`config.mk`:
```
export PLATFORM = sky130hd
export DESIGN_NAME = sample_window_collector_flat
export DESIGN_NICKNAME = d
export VERILOG_FILES = /design/src/rtl/sample_window_collector_if.sv /design/src/rtl/sample_window_collector.sv /design/src/flat_wrapper.sv
export SDC_FILE = /design/constraint.sdc
export NUM_CORES = 1
export LEC_CHECK = 0
export CAP_MARGIN = 20
export CORE_MARGIN = 5
export CORE_UTILIZATION = 43
export CTS_BUF_LIST = sky130_fd_sc_hd__clkbuf_4 sky130_fd_sc_hd__clkbuf_8 sky130_fd_sc_hd__clkbuf_16
export CTS_CLUSTER_SIZE = 10
export DETAILED_ROUTE_END_ITERATION = 6
export PLACE_DENSITY = 0.68
export SLEW_MARGIN = 20
export SYNTH_ARGS = -nofsm -noshare
export SYNTH_HDL_FRONTEND = slang
export SYNTH_SLANG_ARGS = --single-unit
```
`constraint.sdc`:
```
create_clock -name clk_i -period 5.7 [get_ports clk_i]
set_clock_uncertainty 0.2 [all_clocks]
set_input_delay 0.57 -clock clk_i [delete_from_list [all_inputs] [get_ports clk_i]]
set_output_delay 0.57 -clock clk_i [all_outputs]
set_load 0.03 [all_outputs]
```
`src/rtl/sample_window_collector_if.sv`:
```
// Sample-in / window-out bundle: serial samples with valid/ready on one side,
// the parallel 8-sample window with its shift amount and consume counter on the other.
interface sample_window_collector_if #(
    parameter int DATAWIDTH = 16,
    parameter int SAWIDTH   = 8
);
    logic [DATAWIDTH-1:0] in_data;
    logic                 in_valid;
    logic                 in_ready;
    logic                 sa_load;
    logic [SAWIDTH-1:0]   sa_in;
    logic [DATAWIDTH-1:0] a, b, c, d, e, f, g, h;
    logic [SAWIDTH-1:0]   sa;
    logic                 win_valid;
    logic                 win_ready;
    logic [15:0]          win_count;

    modport master (
        output in_data, in_valid, sa_load, sa_in, win_ready,
        input  in_ready, a, b, c, d, e, f, g, h, sa, win_valid, win_count
    );

    modport slave (
        input  in_data, in_valid, sa_load, sa_in, win_ready,
        output in_ready, a, b, c, d, e, f, g, h, sa, win_valid, win_count
    );
endinterface

```
`src/rtl/sample_window_collector.sv`:
```
// Groups serial samples into double-buffered 8-sample windows; window visible 1 cycle after the 8th accept.
// Backpressure: in_ready drops only when staging is full and the previous window is still held.
module sample_window_collector #(
    parameter int DATAWIDTH     = 16,
    parameter int SAWIDTH       = 8,
    parameter int SHIFT_DEFAULT = 1
) (
    input  logic                       clk_i,
    input  logic                       rst_i,
    sample_window_collector_if.slave   bus
);
    localparam logic [SAWIDTH-1:0] SA_RST = SAWIDTH'(SHIFT_DEFAULT);

    logic [2:0]           cnt_q, cnt_d;
    logic [DATAWIDTH-1:0] stage_q [7];
    logic [DATAWIDTH-1:0] stage_d [7];
    logic [DATAWIDTH-1:0] win_q [8];
    logic [DATAWIDTH-1:0] win_d [8];
    logic [SAWIDTH-1:0]   sa_q, sa_d, sa_sh_q, sa_sh_d;
    logic                 win_valid_q, win_valid_d;
    logic [15:0]          win_count_q, win_count_d;
    logic                 in_ready, acc, last;

    // Depends only on registered state (and reset), never on win_ready.
    assign in_ready = ~rst_i & ~((cnt_q == 3'd7) & win_valid_q);
    assign acc      = bus.in_valid & in_ready;
    assign last     = acc & (cnt_q == 3'd7);

    always_comb begin
        cnt_d       = cnt_q;
        stage_d     = stage_q;
        win_d       = win_q;
        sa_d        = sa_q;
        sa_sh_d     = sa_sh_q;
        win_valid_d = win_valid_q;
        win_count_d = win_count_q;

        if (bus.sa_load) begin
            sa_sh_d = bus.sa_in;
        end

        if (last) begin
            for (int i = 0; i < 7; i++) begin
                win_d[i] = stage_q[i];
            end
            win_d[7]    = bus.in_data;
            // A load in the capture cycle binds straight to this window.
            sa_d        = bus.sa_load ? bus.sa_in : sa_sh_q;
            win_valid_d = 1'b1;
            cnt_d       = 3'd0;
        end else begin
            if (acc) begin
                stage_d[cnt_q] = bus.in_data;
                cnt_d          = cnt_q + 3'd1;
            end
            if (win_valid_q & bus.win_ready) begin
                win_valid_d = 1'b0;
                win_count_d = win_count_q + 16'd1;
            end
        end
    end

    always_ff @(posedge clk_i) begin
        if (rst_i) begin
            cnt_q       <= 3'd0;
            for (int i = 0; i < 7; i++) begin
                stage_q[i] <= '0;
            end
            for (int i = 0; i < 8; i++) begin
                win_q[i] <= '0;
            end
            sa_q        <= SA_RST;
            sa_sh_q     <= SA_RST;
            win_valid_q <= 1'b0;
            win_count_q <= 16'd0;
        end else begin
            cnt_q       <= cnt_d;
            stage_q     <= stage_d;
            win_q       <= win_d;
            sa_q        <= sa_d;
            sa_sh_q     <= sa_sh_d;
            win_valid_q <= win_valid_d;
            win_count_q <= win_count_d;
        end
    end

    assign bus.in_ready  = in_ready;
    assign bus.a         = win_q[0];
    assign bus.b         = win_q[1];
    assign bus.c         = win_q[2];
    assign bus.d         = win_q[3];
    assign bus.e         = win_q[4];
    assign bus.f         = win_q[5];
    assign bus.g         = win_q[6];
    assign bus.h         = win_q[7];
    assign bus.sa        = sa_q;
    assign bus.win_valid = win_valid_q;
    assign bus.win_count = win_count_q;
endmodule

```
`src/flat_wrapper.sv`:
```
// flat-port wrapper written by rule: the top's interface ports become plain ports
module sample_window_collector_flat 
#(
    parameter int DATAWIDTH     = 16,
    parameter int SAWIDTH       = 8,
    parameter int SHIFT_DEFAULT = 1
)
  (clk_i, rst_i, bus_in_data, bus_in_valid, bus_sa_load, bus_sa_in, bus_win_ready, bus_in_ready, bus_a, bus_b, bus_c, bus_d, bus_e, bus_f, bus_g, bus_h, bus_sa, bus_win_valid, bus_win_count);
  sample_window_collector_if #(.DATAWIDTH(DATAWIDTH), .SAWIDTH(SAWIDTH)) bus_i ();
  input  logic clk_i;
  input  logic rst_i;
  input wire logic [$bits(bus_i.in_data)-1:0] bus_in_data;
  input wire logic [$bits(bus_i.in_valid)-1:0] bus_in_valid;
  input wire logic [$bits(bus_i.sa_load)-1:0] bus_sa_load;
  input wire logic [$bits(bus_i.sa_in)-1:0] bus_sa_in;
  input wire logic [$bits(bus_i.win_ready)-1:0] bus_win_ready;
  output wire logic [$bits(bus_i.in_ready)-1:0] bus_in_ready;
  output wire logic [$bits(bus_i.a)-1:0] bus_a;
  output wire logic [$bits(bus_i.b)-1:0] bus_b;
  output wire logic [$bits(bus_i.c)-1:0] bus_c;
  output wire logic [$bits(bus_i.d)-1:0] bus_d;
  output wire logic [$bits(bus_i.e)-1:0] bus_e;
  output wire logic [$bits(bus_i.f)-1:0] bus_f;
  output wire logic [$bits(bus_i.g)-1:0] bus_g;
  output wire logic [$bits(bus_i.h)-1:0] bus_h;
  output wire logic [$bits(bus_i.sa)-1:0] bus_sa;
  output wire logic [$bits(bus_i.win_valid)-1:0] bus_win_valid;
  output wire logic [$bits(bus_i.win_count)-1:0] bus_win_count;
  assign bus_i.in_data = bus_in_data;
  assign bus_i.in_valid = bus_in_valid;
  assign bus_i.sa_load = bus_sa_load;
  assign bus_i.sa_in = bus_sa_in;
  assign bus_i.win_ready = bus_win_ready;
  assign bus_in_ready = bus_i.in_ready;
  assign bus_a = bus_i.a;
  assign bus_b = bus_i.b;
  assign bus_c = bus_i.c;
  assign bus_d = bus_i.d;
  assign bus_e = bus_i.e;
  assign bus_f = bus_i.f;
  assign bus_g = bus_i.g;
  assign bus_h = bus_i.h;
  assign bus_sa = bus_i.sa;
  assign bus_win_valid = bus_i.win_valid;
  assign bus_win_count = bus_i.win_count;
  sample_window_collector #(.DATAWIDTH(DATAWIDTH), .SAWIDTH(SAWIDTH), .SHIFT_DEFAULT(SHIFT_DEFAULT)) u_core (.clk_i(clk_i), .rst_i(rst_i), .bus(bus_i));
endmodule
```
# == Yosys cells after proc, flatten, opt, wreduce, memory -nomap -nowiden ==
# Cells that the tools add are included.
# W data, S select, Z words.
# totals
out_inout_bits,154
in_bits,29
ff_bits,276
# classes
bitwise_logic,9
mux,6
magnitude_cmp,2
reduce_logical,5
n_addsub,2
eq_ne,1
# ops
operator,n
$bwmux W112,1
$demux W16 S3,1
$add A16 B1 Y16 const B,1
$mux W16,1
$mux W8,1
$and A1 B1 Y1,5
$ge A4 B4 Y1 const B,1
$lt A4 B1 Y1 const B,1
$not A3 Y4,1
$reduce_and A2 Y1,2
$add A3 B1 Y3 const B,1
$eq A3 B3 Y1 const B,1
$not A1 Y1,3
$mux W1,2
$reduce_bool A2 Y1,1
$reduce_or A2 Y1,1
$logic_and A1 B1 Y1,1

# == Depth between registers and ports, before layout ==
# depth
word_depth,8
depth_mapped,9

# == Worst setup path after synthesis ==
# Ideal clock, no wire load.
# synth_path
path_type,input to output
start,in rst_i
end,out bus_in_ready
path_stages,3
n_path_buf,2
path_slack_ps,3473
t_arrival_ps,1457
path_cell_list,clkbuf_1 -> clkbuf_1 -> a21oi_1
# synth_between
elab_chain_len,2
# synth_rtl
element,line_no,text
"start, declared",flat_wrapper.sv:11,input logic rst_i;
$not A1 Y1,sample_window_collector.sv:25,assign in_ready = ~rst_i & ~((cnt_q == 3'd7) & win_valid_q);
$and A1 B1 Y1,sample_window_collector.sv:25,
"end, declared",flat_wrapper.sv:17,output wire logic [$bits(bus_i.in_ready)-1:0] bus_in_ready;
# Every way passes these cells.

# == Worst setup path in the final report ==
# layout_path
start,reg u_core.cnt_q[0]
end,out bus_in_ready
# layout_between
elab_chain_len,4
# layout_rtl
element,line_no,text
"start, declared",sample_window_collector.sv:14,"logic [2:0] cnt_q, cnt_d;"
"start signal, assigned",sample_window_collector.sv:77,cnt_q <= cnt_d;
$eq A3 B3 Y1,sample_window_collector.sv:25,
$and A1 B1 Y1,sample_window_collector.sv:25,
$not A1 Y1,sample_window_collector.sv:25,
$and A1 B1 Y1,sample_window_collector.sv:25,
# Every way passes these cells.

==> impl_results.md <==
- Status: finished, final reports clean
- Fin nets: 1343
- Placed instance area: 11700 um2
- Syn-to-layout area delta: 27.02%
- CP most frequent cell: ha_1
- Synth Cell Area: 9849 um2
- Vias in the first global route: 7659
- Worst-path clk slew: 0.05 ns
- Unique masters post-synth: 35
- Clock sink count: 276
- Final Max Tran Viols: 0
- Final Hold Fails: 0
- Core Area: 22570 um2
- Post-synth EDFFs: 0
- Initial antenna violation count: 0
- Die Width: 161.3 um
- Total Routing Usage GR: 19.44%
- CTS Hold Bufs: 0
- Async SR Flop Fraction: 0%
- Unrepaired setup endpoints after global routing: false
- Synth Flop Type: dfxtp_1
- Antenna diode count: 0
- Pin count of the biggest net entering global routing: 101
- Post-route cell area: 12510 um2
- Worst ir drop on vdd: 0.0002088 V
- IO Pins: 183
- Max Fclk: 0.3204 GHz
- Layout cell share with drive strength beyond 1: 4.414%
- Crit-path max FO: 8
- Worst endpoint required time: 4.93 ns
- Bufs and invs on worst path: 1
- Synth top area share: 56.10%
- Worst path slowest cell: clkdlybuf4s50_1
- Crit start category: register
- Tightest Pin Transition: 1.006 ns
- Final setup fails: 0
- Post-CTS Setup Bufs: 0
- Via density: 5.194
- Setup tns final: 0 ns
- DRT antenna net count: 0
- Gpl congestion: 0.8083
- DR iter-0 viols: 513
- Leak Pwr: 0.004433 uW
- HPWL after DPL: 16580 um
- TritonCTS clock tree: done
- Row cnt: 55
- Starting Density: 43.64%
- Max-Cap Viols: 0
- # H-tree levels: 1
- Worst relative slew slack: 32.94%
- Wire per inst: 16.77 um
- Worst EP arrival: 2.35 ns
- Seq/Total Area, Yosys: 56.10%
- CP max stage delay: 0.73 ns
- First-pass GRT wire length: 41350 um
- Final core occ: 55.43%
- Fill count: 2059
- Crit-path cells: ha_1 -> ha_1 -> a21oi_1 -> clkdlybuf4s50_1
- Synth Register Bits: 276
- Clock buffer depth: 3
- Syn_area_per_cell: 8.326 um2
- Syn Inst Count: 1183
- Grt total ovfl: 0
- Min-delay worst type: reg2reg
- Pwr/cell area: 301.3 nW/um2
- Vias: 8305
- Die area: 26030 um2
- CTS resizes: 0
- Worst Setup Path Type: reg2out
- Post-Route WL: 26810 um
- Total CTS buffers: 31
- Yosys warns: 0
- Min cycle time layout: 3.121 ns
- Delay-heaviest family, CP: buffers and inverters
- Tcrit/Tclk final: 54.75%
- Largest cells by area after synthesis: dfxtp_1 (56%), nand2_1 (15%), a21oi_1 (11%)
- Post-Syn Nets: 1215
- Drt pass-1 iters: 5
- CP endpoint kind: primary output
- Root Buffer: clkbuf_16
- Yosys top cell by area: dfxtp_1
- DRC: 0
- Worst-skew pair later-pin latency: 0.55 ns
- Buffers on Ports: 182
- Die Y: 161.3 um
==> metrics by stage <==
stage	instances	setup WS (ns)	hold slack (ns)	power, uW
CTS	1599	2.524	0.2530	3808
global placement	1561	2.117	0.2371	2129
detailed placement	1563	2.630	0.2450	2132
floorplan	1183	3.473	0.2315	2075
global route	1599	2.422	0.2654	3901
finish	1599	2.579	0.2386	3769
==> report_power, final <==
part | internal [uW] | switching, uW
registers | 1950 | 8.63
logic | 39.6 | 98.1
clock network | 977 | 701
total | 2960 | 808
==> area by class of cell <==
cell class	instances	area (um2)	share of cell area (%)
clock buffer	35	805.8	6.441
clock inverter	1	8.758	0.07001
multi-input combinational	809	3899	31.16
sequential	276	5525	44.16
tap	285	356.6	2.850
timing repair buffer	193	1916	15.31
==> routing by layer <==
layer | part of all wire (%) | vias up | track usage [%]
li1 | - | 4105 | -
met1 | 43 | 3903 | 25.93
met2 | 45 | 262 | 30.74
met3 | 9.2 | 35 | 6.175
met4 | 2.3 | 0 | 5.002
met5 | 0 | - | 0
==> kinds of logic (layout without fill, tap and decap cells) <==
logic type | Yosys count | after routing | share of synthesized area [%]
multiplexers | 41 | 41 | 4.192
XOR/XNOR | 12 | 12 | 1.067
flip-flops | 276 | 276 | 56.10
AO/OA/AOI/OAI | 225 | 225 | 11.94
buffers and inverters | 98 | 229 | 4.586
AND/OR/NAND/NOR | 528 | 528 | 21.74
adder cells (fa/ha/maj) | 3 | 3 | 0.3811
==> synthesized netlist by cell type (all sizes together) (2+ instances only) <==
library cell	instances
a21oi	212
a22oi	2
and2	2
and3	3
and4	2
buf	48
clkbuf	50
dfxtp	276
ha	3
mux2	2
mux2i	39
nand2	395
nand2b	2
nand3	41
nand4	8
nor2	60
nor2b	6
nor3	3
nor4	3
o22a	7
xnor2	6
xor2	6
==> path summary, 6_finish.rpt <==
kind                                                       from                             to  slack, ns  cells after the start
worst max-delay path               u_core.cnt_q[0]$_SDFFE_PP0N_                   bus_in_ready       2.58                      4
worst min-delay path            u_core.stage_q[24]$_SDFFE_PP0P_   u_core.bus.f[8]$_SDFFE_PP0P_       0.24                      2
worst max register to register     u_core.cnt_q[0]$_SDFFE_PP0N_  u_core.bus.c[13]$_SDFFE_PP0P_       2.84                      6
worst min register to register  u_core.stage_q[24]$_SDFFE_PP0P_   u_core.bus.f[8]$_SDFFE_PP0P_       0.24                      2
==> worst register-to-register path, delay by kind of cell (launching register included) <==
kind,cells,cell delay (ns)
buf+inv,1,0.50
compound gates,1,0.12
flops,1,0.46
simple gates,2,0.96
fa+ha+maj,2,0.56
==> state kept, by name, indices dropped and copies added, names as in the netlist, 3 cells and up <==
signal                cells
u_core.bus.sa             8
u_core.bus.e             16
u_core.bus.win_count     16
u_core.bus.h             16
u_core.sa_sh_q            8
u_core.bus.f             16
u_core.bus.c             16
u_core.stage_q          112
u_core.bus.g             16
u_core.cnt_q              3
u_core.bus.d             16
u_core.bus.b             16
u_core.bus.a             16
==> placed cells by master (no fill, tap or decap), types with 2 or more instances in the layout <==
master,count
a21oi_1,210
a21oi_2,2
a22oi_1,2
and2_1,2
and3_1,2
and4_1,2
buf_4,9
buf_6,2
clkbuf_16,31
clkbuf_4,4
clkdlybuf4s50_1,181
dfxtp_1,276
ha_1,3
mux2_2,2
mux2i_1,39
nand2_1,393
nand2_2,2
nand2b_1,2
nand3_1,40
nand4_1,7
nor2_1,60
nor2b_1,6
nor3_1,3
nor4_1,3
o22a_1,7
xnor2_1,6
xor2_1,6
(Power assumes the default switching activity.)
